File: src/rtl/menu_pkg.sv
// rtl/menu_pkg.sv - shared types and constants for the menu cursor controller
package menu_pkg;

    typedef enum logic [1:0] {
        IDLE    = 2'd0,
        SLIDE   = 2'd1,
        CONFIRM = 2'd2
    } menu_cursor_state_t;

    localparam int CURSOR_W = 32;
    localparam int CURSOR_H = 16;

    localparam logic [7:0] TRANSPARENT_ENCODING = 8'h11;

    // One slide step toward the target row; the step always divides the pitch.
    function automatic logic [10:0] step_toward(input logic [10:0] cur,
                                                input logic [10:0] target,
                                                input logic [10:0] step);
        if (cur < target)
            return cur + step;
        else if (cur > target)
            return cur - step;
        else
            return cur;
    endfunction

endpackage

File: src/rtl/key_edge_detect.sv
// rtl/key_edge_detect.sv - registered rising-edge detector for a bundle of key levels
module key_edge_detect #(
    parameter int WIDTH = 1
) (
    input  logic             clk,
    input  logic             resetN,
    input  logic [WIDTH-1:0] keys,
    output logic [WIDTH-1:0] rise
);

    logic [WIDTH-1:0] prev;

    always_ff @(posedge clk or negedge resetN) begin
        if (!resetN) begin
            prev <= '0;
            rise <= '0;
        end else begin
            prev <= keys;
            rise <= keys & ~prev;
        end
    end

endmodule

File: src/rtl/menu_cursor_ctrl.sv
// rtl/menu_cursor_ctrl.sv - menu selection FSM, sliding hand cursor and bracket generation
// Optional cursor blink during CONFIRM: define MENU_CURSOR_BLINK_EN.
module menu_cursor_ctrl
    import menu_pkg::*;
#(
    parameter int NUM_OPTIONS    = 4,
    parameter int CURSOR_X       = 180,
    parameter int FIRST_Y        = 200,
    parameter int ROW_PITCH      = 40,
    parameter int SLIDE_STEP     = 4,
    parameter int CONFIRM_FRAMES = 32
) (
    input  logic                           clk,
    input  logic                           resetN,
    input  logic                           enable,
    input  logic                           startOfFrame,
    input  logic                           keyUp,
    input  logic                           keyDown,
    input  logic                           keyEnter,
    input  logic [10:0]                    pixelX,
    input  logic [10:0]                    pixelY,
    output logic [10:0]                    offsetX,
    output logic [10:0]                    offsetY,
    output logic                           InsideRectangle,
    output logic [$clog2(NUM_OPTIONS)-1:0] selIndex,
    output logic                           selectValid
);

    localparam int SEL_W = $clog2(NUM_OPTIONS);
    localparam int FC_RAW = $clog2(CONFIRM_FRAMES + 1);
    localparam int FC_W = (FC_RAW < 3) ? 3 : FC_RAW;

    localparam logic [10:0] X0    = 11'(CURSOR_X);
    localparam logic [10:0] Y0    = 11'(FIRST_Y);
    localparam logic [10:0] PITCH = 11'(ROW_PITCH);
    localparam logic [10:0] STEP  = 11'(SLIDE_STEP);
    localparam logic [SEL_W-1:0] LAST_SEL = SEL_W'(NUM_OPTIONS - 1);
    localparam logic [FC_W-1:0]  FC_LAST  = FC_W'(CONFIRM_FRAMES - 1);

    menu_cursor_state_t state, state_nx;
    logic [SEL_W-1:0] sel_nx;
    logic [10:0]      cur_y, cur_y_nx;
    logic [10:0]      target_y;
    logic [FC_W-1:0]  frame_cnt, frame_cnt_nx;
    logic             select_valid_nx;

    logic [2:0] key_rise;
    logic       up_edge, down_edge, enter_edge;

    key_edge_detect #(.WIDTH(3)) u_key_edge (
        .clk    (clk),
        .resetN (resetN),
        .keys   ({keyEnter, keyDown, keyUp}),
        .rise   (key_rise)
    );

    assign up_edge    = key_rise[0];
    assign down_edge  = key_rise[1];
    assign enter_edge = key_rise[2];

    assign target_y = Y0 + 11'(selIndex) * PITCH;

    always_ff @(posedge clk or negedge resetN) begin
        if (!resetN) begin
            state       <= IDLE;
            selIndex    <= '0;
            cur_y       <= Y0;
            frame_cnt   <= '0;
            selectValid <= 1'b0;
        end else begin
            state       <= state_nx;
            selIndex    <= sel_nx;
            cur_y       <= cur_y_nx;
            frame_cnt   <= frame_cnt_nx;
            selectValid <= select_valid_nx;
        end
    end

    always_comb begin
        state_nx        = state;
        sel_nx          = selIndex;
        cur_y_nx        = cur_y;
        frame_cnt_nx    = frame_cnt;
        select_valid_nx = 1'b0;

        if (!enable) begin
            state_nx = IDLE;
            cur_y_nx = target_y;
        end else begin
            case (state)
                IDLE: begin
                    if (enter_edge) begin
                        select_valid_nx = 1'b1;
                        frame_cnt_nx    = '0;
                        state_nx        = CONFIRM;
                    end else if (up_edge ^ down_edge) begin
                        if (down_edge)
                            sel_nx = (selIndex == LAST_SEL) ? '0 : selIndex + 1'b1;
                        else
                            sel_nx = (selIndex == '0) ? LAST_SEL : selIndex - 1'b1;
                        state_nx = SLIDE;
                    end
                end
                SLIDE: begin
                    if (cur_y == target_y)
                        state_nx = IDLE;
                    else if (startOfFrame)
                        cur_y_nx = step_toward(cur_y, target_y, STEP);
                end
                CONFIRM: begin
                    if (startOfFrame) begin
                        if (frame_cnt == FC_LAST) begin
                            frame_cnt_nx = '0;
                            state_nx     = IDLE;
                        end else begin
                            frame_cnt_nx = frame_cnt + 1'b1;
                        end
                    end
                end
                default: state_nx = IDLE;
            endcase
        end
    end

    // 12-bit compares keep the right/bottom bounds from wrapping near the screen edge.
    logic hit_x, hit_y, show;

    assign hit_x = ({1'b0, pixelX} >= {1'b0, X0}) &&
                   ({1'b0, pixelX} <  ({1'b0, X0} + 12'(CURSOR_W)));
    assign hit_y = ({1'b0, pixelY} >= {1'b0, cur_y}) &&
                   ({1'b0, pixelY} <  ({1'b0, cur_y} + 12'(CURSOR_H)));

`ifdef MENU_CURSOR_BLINK_EN
    assign show = enable && hit_x && hit_y && !((state == CONFIRM) && frame_cnt[2]);
`else
    assign show = enable && hit_x && hit_y;
`endif

    always_ff @(posedge clk or negedge resetN) begin
        if (!resetN) begin
            InsideRectangle <= 1'b0;
            offsetX         <= '0;
            offsetY         <= '0;
        end else begin
            InsideRectangle <= show;
            offsetX         <= show ? (pixelX - X0)    : 11'd0;
            offsetY         <= show ? (pixelY - cur_y) : 11'd0;
        end
    end

endmodule

File: config.mk
export PLATFORM = sky130hd
export DESIGN_NAME = menu_cursor_ctrl
export DESIGN_NICKNAME = d
export VERILOG_FILES = /design/src/rtl/menu_pkg.sv /design/src/rtl/key_edge_detect.sv /design/src/rtl/menu_cursor_ctrl.sv
export SDC_FILE = /design/constraint.sdc
export NUM_CORES = 1
export LEC_CHECK = 0
export CAP_MARGIN = 25
export CORE_MARGIN = 4
export CORE_UTILIZATION = 50
export DETAILED_ROUTE_END_ITERATION = 8
export PLACE_DENSITY = 0.86
export SLEW_MARGIN = 20
export SYNTH_ARGS = -nofsm -noshare
export SYNTH_HDL_FRONTEND = slang
export SYNTH_SLANG_ARGS = --single-unit
File: constraint.sdc
create_clock -name clk -period 4 [get_ports clk]
set_clock_uncertainty 0.05 [all_clocks]
set_input_delay 0.8 -clock clk [delete_from_list [all_inputs] [get_ports clk]]
set_output_delay 0.8 -clock clk [all_outputs]
set_load 0.01 [all_outputs]
==> results.sh <==
export IMPL_hold_class="flip-flop to flip-flop"
export IMPL_synth_top_family_by_area="simple AND/OR/NAND/NOR gates"
export IMPL_die_y_microns=88.66
export IMPL_synth_edf_count=0
export IMPL_grt_pass1_vias=2784
export IMPL_cts_hold_buffers_added=0
export IMPL_placed_area_sq_mm=0.003870
export IMPL_fin_setup_tns_ns=0
export IMPL_grt_pass1_wl_microns=12100
export IMPL_portBuffers=54
export IMPL_clk_pin_slew_worst_paths_ns=0.09
export IMPL_max_slew_margin_rel=0.4567
export IMPL_grt_max_degree=29
export IMPL_rr_worst_depth=15
export IMPL_wl_microns=7183
export IMPL_r2r_start="selIndex[0]"
export IMPL_wl_per_cell_microns=14.60
export IMPL_area_growth_synth_to_final_pct=21.62
export IMPL_cp_depth=15
export IMPL_fin_hold_ws_ns=0.3466
export IMPL_tritoncts="built"
export IMPL_grt_use_total=0.1943
export IMPL_cts_sinks=49
export IMPL_rows=29
export IMPL_crit_family="compound AO/OA/AOI/OAI gates"
export IMPL_setup_ws_ns=0.3402
export IMPL_synth_mux_area_frac=0.02154
export IMPL_grt_setup_unrepaired="false"
export IMPL_fmax_mhz=273.2
export IMPL_grt_ovfl_total=0
export IMPL_dieArea_sq_mm=0.007861
export IMPL_syn_area_sq_mm=0.003253
export IMPL_num_antenna_cells=0
export IMPL_status="finished, final reports clean"
export IMPL_synthAdderAreaFrac=0.1600
export IMPL_place_ws_ns=0.4460
export IMPL_power_density_mw_per_mm2=741.2
export IMPL_crit_required_ns=4.17
export IMPL_postRouteAntennaNets=0
export IMPL_hold_viol_final=0
export IMPL_synth_top_area_share=0.3538
export IMPL_slew_viol_final=0
export IMPL_drt_pass1_iter_count=4
export IMPL_synth_compound_area_frac=0.1435
export IMPL_post_cts_resized=0
export IMPL_cp_arrival_ns=3.83
export IMPL_critPathKind="flip-flop to flip-flop"
export IMPL_worst_pin_slew_ns=0.8075
export IMPL_place_congestion=0.8695
export IMPL_die_w_microns=88.66
export IMPL_syn_avg_cell_area_sq_um=9.112
export IMPL_path_buf_inv=3
export IMPL_max_cap_violations=0
export IMPL_ir_drop_uv=484.1
export IMPL_final_nets=484
export IMPL_route_vias_total=2739
export IMPL_crit_path_start="selIndex[0]"
export IMPL_initial_core_util=0.5123
export IMPL_cpPeakStageDelay_ns=0.49
export IMPL_drc=0
export IMPL_synthesis_nets=427
export IMPL_yosys_cell_count_top_type="dfrtp_1"
export IMPL_ys_warn_count=0
export IMPL_critPathLaunchType="flip-flop"
export IMPL_ys_async_sr_fraction=1.000
export IMPL_postCtsSetupBuffers=0
export IMPL_end_kind="flip-flop"
export IMPL_synth_xor_area_frac=0.05115
export IMPL_antenna_found_initial=0
export IMPL_ys_seq_elements=49
export IMPL_finalCriticalPeriod_ns=3.660
export IMPL_hp_start="u_key_edge.prev[2]"
export IMPL_yosys_top_cells_count="dfrtp_1 (46), ha_1 (40), nor2_1 (40)"
export IMPL_core_sq_mm=0.006350
export IMPL_drt_iter0_drc=115
export IMPL_crit_path_top_delay_cell="dfrtp_1"
export IMPL_power_leakage_nw=1.842
export IMPL_clock_path_buffers=2
export IMPL_synth_distinct_cells=53
export IMPL_synth_top_area_cell="dfrtp_1"
export IMPL_root_buffer="clkbuf_8"
export IMPL_yosys_area_share_simple=0.1900
export IMPL_hold_path_cell_count=1
export IMPL_drive_above_1_share=0.04578
export IMPL_vias_per_cell=5.567
export IMPL_yosysSeqAreaShare=0.3781
export IMPL_path_cells="inv_1 -> ha_1 -> inv_1 -> ha_1 -> nand2b_1 -> a21oi_1 -> o21ai_0 -> inv_1 -> fa_1 -> a21oi_1 -> o211ai_1 -> o21a_1 -> o21ai_0 -> o21ai_0 -> mux2i_1"
export IMPL_fin_area_sq_mm=0.003956
export IMPL_clk_latency_ns=0.31
export IMPL_crit_path_max_fanout=9
export IMPL_cts_made_buffers=5
export IMPL_syn_inst=357
export IMPL_dpl_hpwl_microns=5547
export IMPL_synth_area_leaders="dfrtp_1 (35%), ha_1 (15%), nor2_1 (4.6%)"
export IMPL_io_pins=55
export IMPL_synth_flop_cell="dfrtp_1"
export IMPL_setup_viol_count_final=0
export IMPL_h_tree_depth=2
export IMPL_fin_crit_sh=0.9150
## layout by cell type, fill, tap and decap left out, types with 3 or more instances in the layout
master | synthesis | final
nand2b_1 | 4 | 4
xnor2_1 | 14 | 14
nor2b_1 | 11 | 11
dfstp_2 | 3 | 3
xor2_1 | 5 | 5
nand2_1 | 18 | 18
o21bai_1 | 3 | 3
nand4b_1 | 4 | 4
and3_1 | 5 | 5
a211oi_1 | 4 | 4
nor2_1 | 40 | 40
o21ai_1 | 3 | 3
mux2i_1 | 7 | 7
nor4_1 | 4 | 4
o211ai_1 | 5 | 5
inv_1 | 33 | 33
o21ai_0 | 25 | 25
nand3_1 | 10 | 10
nor3_1 | 9 | 9
clkdlybuf4s50_1 | 0 | 53
clkbuf_8 | 0 | 5
dfrtp_1 | 46 | 46
ha_1 | 40 | 40
a31oi_1 | 4 | 4
a21oi_1 | 21 | 21
## flip-flops by register name, summed over array words and instances (netlist names)
signal	cells
u_key_edge.rise	3
u_key_edge.prev	3
selIndex	2
cur_y	9
state	2
offsetY	11
frame_cnt	6
offsetX	11
InsideRectangle	1
selectValid	1
## layout make-up
class,instances,area (sq um)
clock buffer,6,72.57
clock inverter,2,13.76
fill,507,2394
inverter,33,123.9
multi-input combinational,268,1849
sequential,49,1230
tap,77,96.34
timing repair buffer,57,570.5
## layer usage
| layer | part of all wire | global-route usage | up-vias |
|---|---|---|---|
| met5 | 0 | 0 | - |
| met4 | 0.024 | 0.08791 | 0 |
| met3 | 0.056 | 0.03166 | 21 |
| met2 | 0.50 | 0.3495 | 80 |
| met1 | 0.42 | 0.2245 | 1282 |
| li1 | - | - | 1356 |
## logic make-up (layout without fill, tap and decap cells)
family | Yosys count | after routing
simple gates | 121 | 121
mux | 7 | 7
flops | 49 | 49
compound gates | 78 | 78
xor+xnor | 19 | 19
buf+inv | 40 | 98
other cells | 2 | 2
fa+ha+maj | 41 | 41
## where the power goes
part	switching (mW)	leakage (nW)	internal, mW
Combinational	1.12	1.14	0.857
Sequential	0.103	0.654	0.559
Clock	0.169	0.0456	0.125
Total	1.39	1.84	1.54
## through the flow
stage | utilization | instances | total power [mW]
CTS | 0.6231 | 492 | 2.900
floorplan | - | 357 | 2.143
finish | 0.6231 | 492 | 2.933
global placement | 0.6063 | 483 | 2.447
detailed placement | 0.6095 | 484 | 2.555
global route | 0.6231 | 492 | 3.206
## final timing paths
kind / slack (ns) / to
min: 0.35 / u_key_edge.rise[2]
min in group asynchronous: 0.42 / offsetY[3]
min reg2reg: 0.35 / u_key_edge.rise[2]
max in group asynchronous: 2.95 / frame_cnt[0]
max reg2reg: 0.34 / cur_y[8]
max: 0.34 / cur_y[8]
Note: power is estimated with default switching activity, not from simulation.
==> RTL edit (same settings) <==
Change the parameter `NUM_OPTIONS` from 4 to 8.
--- a/src/rtl/menu_cursor_ctrl.sv
+++ b/src/rtl/menu_cursor_ctrl.sv
@@ -3,7 +3,7 @@
 module menu_cursor_ctrl
     import menu_pkg::*;
 #(
-    parameter int NUM_OPTIONS    = 4,
+    parameter int NUM_OPTIONS    = 8,
     parameter int CURSOR_X       = 180,
     parameter int FIRST_Y        = 200,
     parameter int ROW_PITCH      = 40,
Ports: changed (resized selIndex); port bits go from 55 to 56. No check against the original RTL was run, so the function may have changed too.
==> RTL edit against the unedited design <==
  * Cell area up 9.1%
  * Worst setup slack lost 0.29 ns
  * Synthesized area up 4.9%
  * Die area is 4.4% higher
  * Via count grew 2.5%
  * Total power up 36%
  * Wire length rose by 3.4%
  * Sequential cell count is 1 higher
  * Largest cell class unchanged
==> RTL edit: results (changes against the unedited design) <==
worst_setup_path:
  arrival_ns: 4.08  # +0.25 ns
  critPathMaxStageDelay_ns: 0.44  # -0.05 ns
  rr_worst_depth: 17  # +2
  r2r_slack_ns: 0.05  # -0.29 ns
  cp_max_fo: 7  # -2
  slowest_stage: "dfrtp_2"
drt:
  drt_iter0_markers: 72  # -37%
  drt_wl_total_mm: 7.43  # +3.4%
  met3_length_um: 397  # -1.0%
  m1WireLength_mm: 3.39  # +13%
  via_per_inst: 5.58  # +0.28%
  dr_wl_met2_mm: 3.55  # -1.4%
sta:
  fmax_mhz: 253  # -7.3%
  holdWs_ns: 0.350  # +0.00362 ns
  worst_pin_slew_ns: 0.790  # -0.0177 ns
floorplanning:
  start_util: 0.525  # +0.0130
finish:
  final_cells: 503  # +2.2%
  drive_gt1_frac: 0.113  # +0.0669
  num-fill-cells: 504  # -0.59%
synthesis:
  synth_compound_area_frac: 0.145  # +0.00139
  synth_xor_area_frac: 0.0796  # +0.0284
  synthAdderAreaFrac: 0.164  # +0.00355
  synth_area_leaders: "dfrtp_1 (34%), ha_1 (16%), xnor2_1 (4.4%), nor2_1 (3.9%), xor2_1 (3.6%)"
  synth_nets: 429  # +0.47%
  seq_area_frac_synth: 0.368  # -0.0103
  syn_area_per_cell_sq_um: 9.58  # +5.2%
  ys_top_cells_by_count: "dfrtp_1 (47), ha_1 (43), nor2_1 (35)"
run_status:
  status: "finished clean"
global_routing:
  grt_first_pass_wirelength_mm: 12.3  # +1.4%
  grt_pass1_vias: 2701  # -3.0%
  grtUsageTotal: 0.179  # -0.0150
  grt_max_degree: 27  # -6.9%
  met2_usage: 0.305  # -0.0444
  gr-usage-met1: 0.234  # +0.00947
  grt_util_met3: 0.0350  # +0.00334
placed_design:
  routabilityCongestion: 0.856  # -1.6%
  dp_hpwl_mm: 5.61  # +1.2%
  dp_cells: 491  # +1.4%
  dpl-instance-area_sq_um: 4120  # +6.3%
  pre_cts_ws_ns: -0.147  # -0.593 ns
power:
  p_leak_nw: 1.99  # +7.8%
  power.share.combinational: 0.743  # +0.069
  clock_power_mw: 0.317  # +7.8%
  comb_cell_power_mw: 2.97  # +50%
clock_network:
  clk_latency_ns: 0.31  # about the same
==> RTL edit: area by class of cell <==
| cell class | count | area [sq um] | area share |
|---|---|---|---|
| well taps | 77 | 96.3 | 0.0223 |
| clock buffers | 5 | 68.8 | 0.0159 |
| multi-input cells | 276 | 2130 | 0.493 |
| clock inverters | 3 | 28.8 | 0.00667 |
| flip-flops and latches | 50 | 1260 | 0.291 |
| inverters | 26 | 97.6 | 0.0226 |
| repair buffers | 66 | 641 | 0.148 |
==> RTL edit: worst reg2reg max path, stage by stage, from the launching register on <==
cell      delay [ns]
dfrtp_2         0.44
ha_4            0.17
ha_4            0.15
ha_4            0.22
nor3b_4         0.19
xor2_1          0.21
ha_1            0.28
a21o_1          0.18
a211oi_2        0.23
o211ai_1        0.11
buf_4           0.19
fa_2            0.35
a21o_1          0.18
a221o_1         0.41
nor3_2          0.13
nor2_1          0.06
a22oi_1         0.17
mux2i_1         0.11
